File: src/rtl/asteroid_pkg.sv
// Shared types and default constants for the asteroid scheduler.
package asteroid_pkg;

    typedef enum logic [1:0] {IDLE, WAIT, UPDATE, SPAWN} state_t;

    localparam int DEF_TOP_Y    = 35;
    localparam int DEF_BOTTOM_Y = 515;
    localparam int DEF_X_MIN    = 144;
    localparam int DEF_SIZE     = 30;

    // Galois LFSR, taps 16,14,13,11 (right-shifting form)
    localparam logic [15:0] LFSR_SEED = 16'hACE1;
    localparam logic [15:0] LFSR_TAPS = 16'hB400;

endpackage

File: src/rtl/asteroid_lfsr.sv
// Free-running 16-bit Galois LFSR used for random spawn columns.
// Only built when ASTEROID_LFSR_EN is defined.
`ifdef ASTEROID_LFSR_EN
module asteroid_lfsr
    import asteroid_pkg::*;
(
    input  logic        clk,
    input  logic        reset,
    input  logic        enable,
    output logic [15:0] state
);

    always_ff @(posedge clk or posedge reset) begin
        if (reset)
            state <= LFSR_SEED;
        else if (enable)
            state <= {1'b0, state[15:1]} ^ (state[0] ? LFSR_TAPS : 16'h0000);
    end

endmodule
`endif

File: src/rtl/asteroid_scheduler.sv
// Frame-locked asteroid pool: spawn, per-slot advance, retire, destroy, pixel hit.
// ASTEROID_LFSR_EN selects LFSR spawn columns; otherwise columns rotate by COL_STEP.
module asteroid_scheduler
    import asteroid_pkg::*;
#(
    parameter int NUM_SLOTS    = 4,
    parameter int SIZE         = DEF_SIZE,
    parameter int SPEED        = 1,
    parameter int SPAWN_FRAMES = 60,
    parameter int TOP_Y        = DEF_TOP_Y,
    parameter int BOTTOM_Y     = DEF_BOTTOM_Y,
    parameter int X_MIN        = DEF_X_MIN,
    parameter int COL_STEP     = 128
) (
    input  logic                 clk,
    input  logic                 reset,
    input  logic [9:0]           HCounter,
    input  logic [9:0]           VCounter,
    input  logic                 frame_tick,
    input  logic                 switch,
    input  logic                 destroy_valid,
    input  logic [2:0]           destroy_slot,
    output logic                 destroy_ready,
    output logic                 pixel_on,
    output logic [NUM_SLOTS-1:0] active,
    output logic                 miss_pulse,
    output logic [7:0]           miss_count,
    output logic                 overrun
);

    localparam int IW = (NUM_SLOTS > 1) ? $clog2(NUM_SLOTS) : 1;
    localparam int CW = $clog2(SPAWN_FRAMES + 1);

    state_t                      state, state_nx;
    logic [IW-1:0]               idx;
    logic [NUM_SLOTS-1:0]        live;
    logic [NUM_SLOTS-1:0][9:0]   xs, ys;
    logic [CW-1:0]               spawn_cnt;
    logic [9:0]                  spawn_x;
    logic                        free_found;
    logic [IW-1:0]               free_idx;
    logic                        hit;

`ifdef ASTEROID_LFSR_EN
    logic [15:0] lfsr;
    wire         unused_lfsr = ^lfsr[15:9];

    asteroid_lfsr u_lfsr (
        .clk    (clk),
        .reset  (reset),
        .enable (1'b1),
        .state  (lfsr)
    );

    assign spawn_x = 10'(X_MIN) + {1'b0, lfsr[8:0]};
`else
    logic [1:0] col_k;

    assign spawn_x = 10'(X_MIN + int'(col_k) * COL_STEP);
`endif

    assign active = live;

    always_ff @(posedge clk or posedge reset) begin
        if (reset) state <= IDLE;
        else       state <= state_nx;
    end

    always_comb begin
        state_nx      = state;
        destroy_ready = 1'b0;
        case (state)
            IDLE:    if (switch) state_nx = WAIT;
            WAIT: begin
                destroy_ready = 1'b1;
                if (frame_tick) state_nx = UPDATE;
            end
            UPDATE:  if (idx == IW'(NUM_SLOTS - 1)) state_nx = SPAWN;
            SPAWN:   state_nx = WAIT;
            default: state_nx = IDLE;
        endcase
        if (!switch) state_nx = IDLE;
    end

    // Lowest-index free slot; scanning downward leaves the smallest index last.
    always_comb begin
        free_found = 1'b0;
        free_idx   = '0;
        for (int i = NUM_SLOTS - 1; i >= 0; i--) begin
            if (!live[i]) begin
                free_found = 1'b1;
                free_idx   = IW'(i);
            end
        end
    end

    always_ff @(posedge clk or posedge reset) begin
        if (reset) begin
            live       <= '0;
            xs         <= '0;
            ys         <= '0;
            idx        <= '0;
            spawn_cnt  <= CW'(SPAWN_FRAMES);
            miss_pulse <= 1'b0;
            miss_count <= '0;
`ifndef ASTEROID_LFSR_EN
            col_k      <= '0;
`endif
        end else begin
            miss_pulse <= 1'b0;
            if (!switch || state == IDLE) begin
                live      <= '0;
                idx       <= '0;
                spawn_cnt <= CW'(SPAWN_FRAMES);
            end else begin
                case (state)
                    WAIT: begin
                        for (int i = 0; i < NUM_SLOTS; i++)
                            if (destroy_valid && destroy_slot == 3'(i)) live[i] <= 1'b0;
                        if (frame_tick) begin
                            idx <= '0;
                            if (spawn_cnt != '0) spawn_cnt <= spawn_cnt - CW'(1);
                        end
                    end
                    UPDATE: begin
                        idx <= idx + IW'(1);
                        for (int i = 0; i < NUM_SLOTS; i++) begin
                            if (idx == IW'(i) && live[i]) begin
                                // 11-bit sum so the bottom test cannot wrap
                                if (11'(ys[i]) + 11'(SIZE + SPEED) >= 11'(BOTTOM_Y)) begin
                                    live[i]    <= 1'b0;
                                    miss_pulse <= 1'b1;
                                    if (miss_count != 8'hFF) miss_count <= miss_count + 8'd1;
                                end else begin
                                    ys[i] <= ys[i] + 10'(SPEED);
                                end
                            end
                        end
                    end
                    SPAWN: begin
                        if (spawn_cnt == '0 && free_found) begin
                            for (int i = 0; i < NUM_SLOTS; i++) begin
                                if (free_idx == IW'(i)) begin
                                    live[i] <= 1'b1;
                                    xs[i]   <= spawn_x;
                                    ys[i]   <= 10'(TOP_Y);
                                end
                            end
                            spawn_cnt <= CW'(SPAWN_FRAMES);
`ifndef ASTEROID_LFSR_EN
                            col_k     <= col_k + 2'd1;
`endif
                        end
                    end
                    default: ;
                endcase
            end
        end
    end

    always_comb begin
        hit = 1'b0;
        for (int i = 0; i < NUM_SLOTS; i++) begin
            if (live[i]
                && ({1'b0, xs[i]} < {1'b0, HCounter})
                && ({1'b0, HCounter} < {1'b0, xs[i]} + 11'(SIZE))
                && ({1'b0, ys[i]} < {1'b0, VCounter})
                && ({1'b0, VCounter} < {1'b0, ys[i]} + 11'(SIZE)))
                hit = 1'b1;
        end
    end

    always_ff @(posedge clk or posedge reset) begin
        if (reset) begin
            pixel_on <= 1'b0;
            overrun  <= 1'b0;
        end else begin
            pixel_on <= hit;
            if (frame_tick && state != WAIT) overrun <= 1'b1;
        end
    end

endmodule

File: config.mk
export PLATFORM = sky130hd
export DESIGN_NAME = asteroid_scheduler
export DESIGN_NICKNAME = d
export VERILOG_FILES = /design/src/rtl/asteroid_pkg.sv /design/src/rtl/asteroid_lfsr.sv /design/src/rtl/asteroid_scheduler.sv
export SDC_FILE = /design/constraint.sdc
export NUM_CORES = 1
export LEC_CHECK = 0
export CAP_MARGIN = 10
export CORE_UTILIZATION = 30
export CTS_CLUSTER_DIAMETER = 50
export CTS_CLUSTER_SIZE = 8
export DETAILED_ROUTE_END_ITERATION = 6
export SYNTH_ARGS = -nofsm -noshare
export SYNTH_HDL_FRONTEND = slang
export SYNTH_SLANG_ARGS = --single-unit
File: constraint.sdc
create_clock -name clk -period 8.3 [get_ports clk]
set_input_delay 1.66 -clock clk [delete_from_list [all_inputs] [get_ports clk]]
set_output_delay 1.66 -clock clk [all_outputs]
set_load 0.005 [all_outputs]
==> summary.txt <==
STA
  – Endpoints failing setup: 0
  – Max-Slew Margin vs Limit: 39.79%
  – Max-slew violation count: 0
  – Actual slew at the worst max-slew pin: 0.8914 ns
  – Minimum period implied by the final worst setup slack: about 4.1 ns
  – Setup tns final: 0 ns
  – Maximum frequency from static timing analysis: 0.2445 GHz
  – Hold Vio Cnt, Final: 0
  – Max Clock Skew: approximately 0.0097 ns
  – Setup repair after global routing missed its margin: false
  – Period utilization: 49.28%
  – Post-route worst hold slack: 0.4622 ns

Setup path
  – Slowest CP cell: sky130_fd_sc_hd__clkdlybuf4s50_1
  – Buffers plus inverters on the worst setup path: 1
  – CP startpoint kind: primary input
  – WP data arrival: 4.36 ns
  – Cell breakdown of the critical path: clkdlybuf4s50_1 -> nor2b_1 -> a41oi_1 -> a21oi_1 -> and2_1 -> nand3_1 -> or3_1 -> a21oi_1
  – Critical path type: in -> reg
  – Cell type with the highest occurrence count on the critical path: sky130_fd_sc_hd__a21oi_1
  – Critical Path Fanout Max: 9
  – Delay of the slowest cell on the worst path: approximately 0.52 ns
  – Worst Path Required: 8.57 ns
  – Kind of capture point of the worst setup path: flop
  – Top delay family on crit path: simple AND/OR/NAND/NOR gates

Final layout
  – # diodes: 0
  – Final Non-Filler Cells: 1238
  – # fillers: 2634
  – Area taken by multi-input logic gates: between 5000 and 6000 um^2
  – Final standard cell area without fillers: 8777 um^2
  – Reg area: 2082 um^2
  – Proportion of layout cells with a drive suffix above 1: under 10%
  – Total Nets Final: 1072
  – Area growth from synthesis to final layout: 13.18%

Clock tree
  – Clock insertion delay at the later pin of the skew report: 0.36 ns
  – CTS tree: yes
  – Count of H-tree levels built during CTS: 3
  – Quantity of hold-fixing buffers added after cts: 0
  – Buffers from clock root to sink, at most: 2
  – Clock transition at the register clock pins on the worst setup and hold paths after CTS: 0.07 ns
  – Resized cells post-CTS: 0
  – Clk sink count: 83
  – Post-CTS setup buffer count: 0
  – Clock Tree Root: sky130_fd_sc_hd__clkbuf_16
  – Clock buffer count from CTS: 9

Synthesis
  – Post-synth EDFFs: 0
  – Flops & latches, synth: 83
  – Sequential element share of the synthesized area: 26.85%
  – Post-synthesis instance area: 7755 um^2
  – Number of nets produced by synthesis: 1052
  – Share of the synthesized area in the top cell type: 25.49%
  – Distinct cells, synth: 77
  – Post-Synthesis Cells: 883
  – Biggest area contributors in the synthesized netlist: sky130_fd_sc_hd__dfrtp_1 (25%), sky130_fd_sc_hd__ha_1 (23%), sky130_fd_sc_hd__o21ai_0 (3.7%), sky130_fd_sc_hd__inv_1 (3.1%), sky130_fd_sc_hd__nor2_1 (3.1%)
  – Synth area leader: sky130_fd_sc_hd__dfrtp_1
  – Number of warnings issued by yosys: 0
  – Async set-reset flop share out of synthesis: 100.0%
  – Mean cell area of the mapped netlist: slightly below 9 um^2
  – Most common flop cell mapped by yosys: sky130_fd_sc_hd__dfrtp_1

Power
  – Maximum vdd ir drop: 0.0001043 V
  – Fraction of power spent switching nets: 40.67%
  – Total internal power: 0.0009812 W
  – Reported leakage power: 3.857 nW
  – Combinational fraction of design power: 38.7%
  – Net Switching: roughly 0.00067 W
  – Part of the total power dissipated in the clock network: 26.4%
  – Sequential fraction of design power: 34.9%
  – Power density over the cells: 188.4 nW/um^2

Global route
  – Overflow left after global routing: 0
  – Number of global-route vias before repair: 6404
  – Initial antenna violation count: 0
  – First-pass GRT wire length: 33.11 mm
  – Total global-route track usage: about 16%
  – Largest net degree at the start of global routing: 56

Floorplanning
  – Initial standard-cell utilization of the core: between 30% and 40%
  – Vertical extent of the die: about 160 um
  – Row Count: between 50 and 60
  – Std-Cell Core Area: 25250 um^2
  – Number of I/O pins: 44
  – Die Wd: around 160 um
  – Die ar.: roughly 26000 um^2

Route
  – Routed length per instance: around 16 um
  – Count of unresolved DRC violations after routing: 0
  – Aggregate routed wire length: around 20 mm
  – DR iter-0 viols: 401
  – Vias after detailed routing: between 6000 and 7000
  – DRT Pass-1 Iters: 5
  – Remaining number of nets flagged by the antenna check after routing: 0
  – Via-per-instance ratio: 5.274

Hold path
  – Hold/Removal Path Class: reg -> reg

Place
  – Number of buffer cells added on primary ports: 43
  – Dpl hpwl: 15.17 mm
  – Post-DP Area: 8467 um^2
  – Final Wtd Congestion: 0.8627
  – Total instance count after detailed placement: between 1000 and 1500

Run
  – Number of max-capacitance violations reported: 0

Run status
  – Outcome: finished clean
-- cells by family (layout without fill, tap and decap cells) --
logic type / after synthesis / in the layout / share of synthesized area, %
AO/OA/AOI/OAI: 219 / 219 / 18.89
XOR/XNOR: 50 / 50 / 5.647
adder cells (fa/ha/maj): 141 / 141 / 22.75
buffers and inverters: 102 / 127 / 5.147
flip-flops: 83 / 83 / 26.85
multiplexers: 14 / 14 / 1.952
AND/OR/NAND/NOR: 274 / 274 / 18.76
-- cell usage in the layout (no fill, tap or decap), drive strengths merged, types with 6 or more instances in the layout --
master         synthesis  final
o21a                  11     11
and3                  10     10
nand4                 16     16
a2111oi                6      6
nand3                 20     20
nor3                  21     21
ha                   141    141
a21o                  16     16
nand2                 62     62
nor3b                  8      8
xnor2                 27     27
o21ai                 60     60
dfrtp                 79     79
a211oi                 9      9
nor2                  64     64
clkdlybuf4s50          0     43
nor4b                 10     10
inv                   65     66
clkbuf                25     10
or3                    8      8
xor2                  23     23
nor4                   8      8
nand2b                12     12
a21oi                 47     47
mux2                   9      9
nor2b                 13     13
a21boi                 7      7
-- power by group through the flow --
stage                     sequential (W)  clock, W  combinational [W]
final                           0.000577  0.000436           0.000641
after global routing            0.000589  0.000462           0.000736
after CTS                       0.000574  0.000446           0.000646
after detailed placement        0.000583         0           0.000641
after global placement          0.000581         0           0.000626
after floorplan                 0.000513         0           0.000530
-- worst reg2reg max path, delay by kind of cell (launching register included) --
kind	cells	cell delay, ns
buf+inv	1	0.37
simple gates	7	2.25
flops	1	0.40
fa+ha+maj	1	0.16
-- layer usage --
layer,share of wire [%],GRT usage [%]
met5,0,0
met4,3.8,8.114
met3,3.2,1.986
met2,46,25.86
met1,47,20.30
-- metrics by stage --
step	setup slack (ns)	total power [W]	utilization [%]
5_1_grt	4.007	0.001787	34.76
2_1_floorplan	4.510	0.001043	-
3_5_place_dp	3.871	0.001225	33.53
6_report	4.209	0.001654	34.76
4_1_cts	4.233	0.001666	34.76
3_3_place_gp	3.888	0.001207	33.53
-- cells in the mapped netlist (all sizes together) (12+ instances only) --
| master | n |
|---|---|
| ha | 141 |
| dfrtp | 79 |
| inv | 65 |
| nor2 | 64 |
| nand2 | 62 |
| o21ai | 60 |
| a21oi | 47 |
| xnor2 | 27 |
| clkbuf | 25 |
| xor2 | 23 |
| nor3 | 21 |
| nand3 | 20 |
| a21o | 16 |
| nand4 | 16 |
| nor2b | 13 |
| buf | 12 |
| nand2b | 12 |
-- registers in the layout, summed over array words and instances (netlist names) --
name,cells
ys,40
xs,16
miss_count,8
spawn_cnt,6
active,4
col_k,2
idx,2
state,2
miss_pulse,1
overrun,1
pixel_on,1
-- final cells by class --
| cell class | instances | area share (%) |
|---|---|---|
| inverter | 65 | 2.794 |
| clock inverter | 6 | 0.8125 |
| tap | 330 | 4.704 |
| clock buffer | 10 | 2.723 |
| timing repair buffer | 46 | 5.160 |
| multi-input combinational | 698 | 60.09 |
| sequential | 83 | 23.72 |
-- worst paths after layout --
kind | startpoint | slack [ns] | cells past startpoint | endpoint
max in group asynchronous | reset | 5.49 | 3 | xs[39]$_DFFE_PP0P_
hold reg to reg | overrun$_DFFE_PP0P_ | 0.46 | 1 | overrun$_DFFE_PP0P_
hold / removal | overrun$_DFFE_PP0P_ | 0.46 | 1 | overrun$_DFFE_PP0P_
setup reg to reg | state[0]$_DFFE_PP0P_ | 4.99 | 9 | ys[26]$_DFFE_PP0P_
setup / recovery | switch | 4.21 | 8 | ys[37]$_DFFE_PP0P_
min in group asynchronous | reset | 1.66 | 2 | ys[5]$_DFFE_PP0P_
No activity file was read; power rests on OpenSTA's default activity.
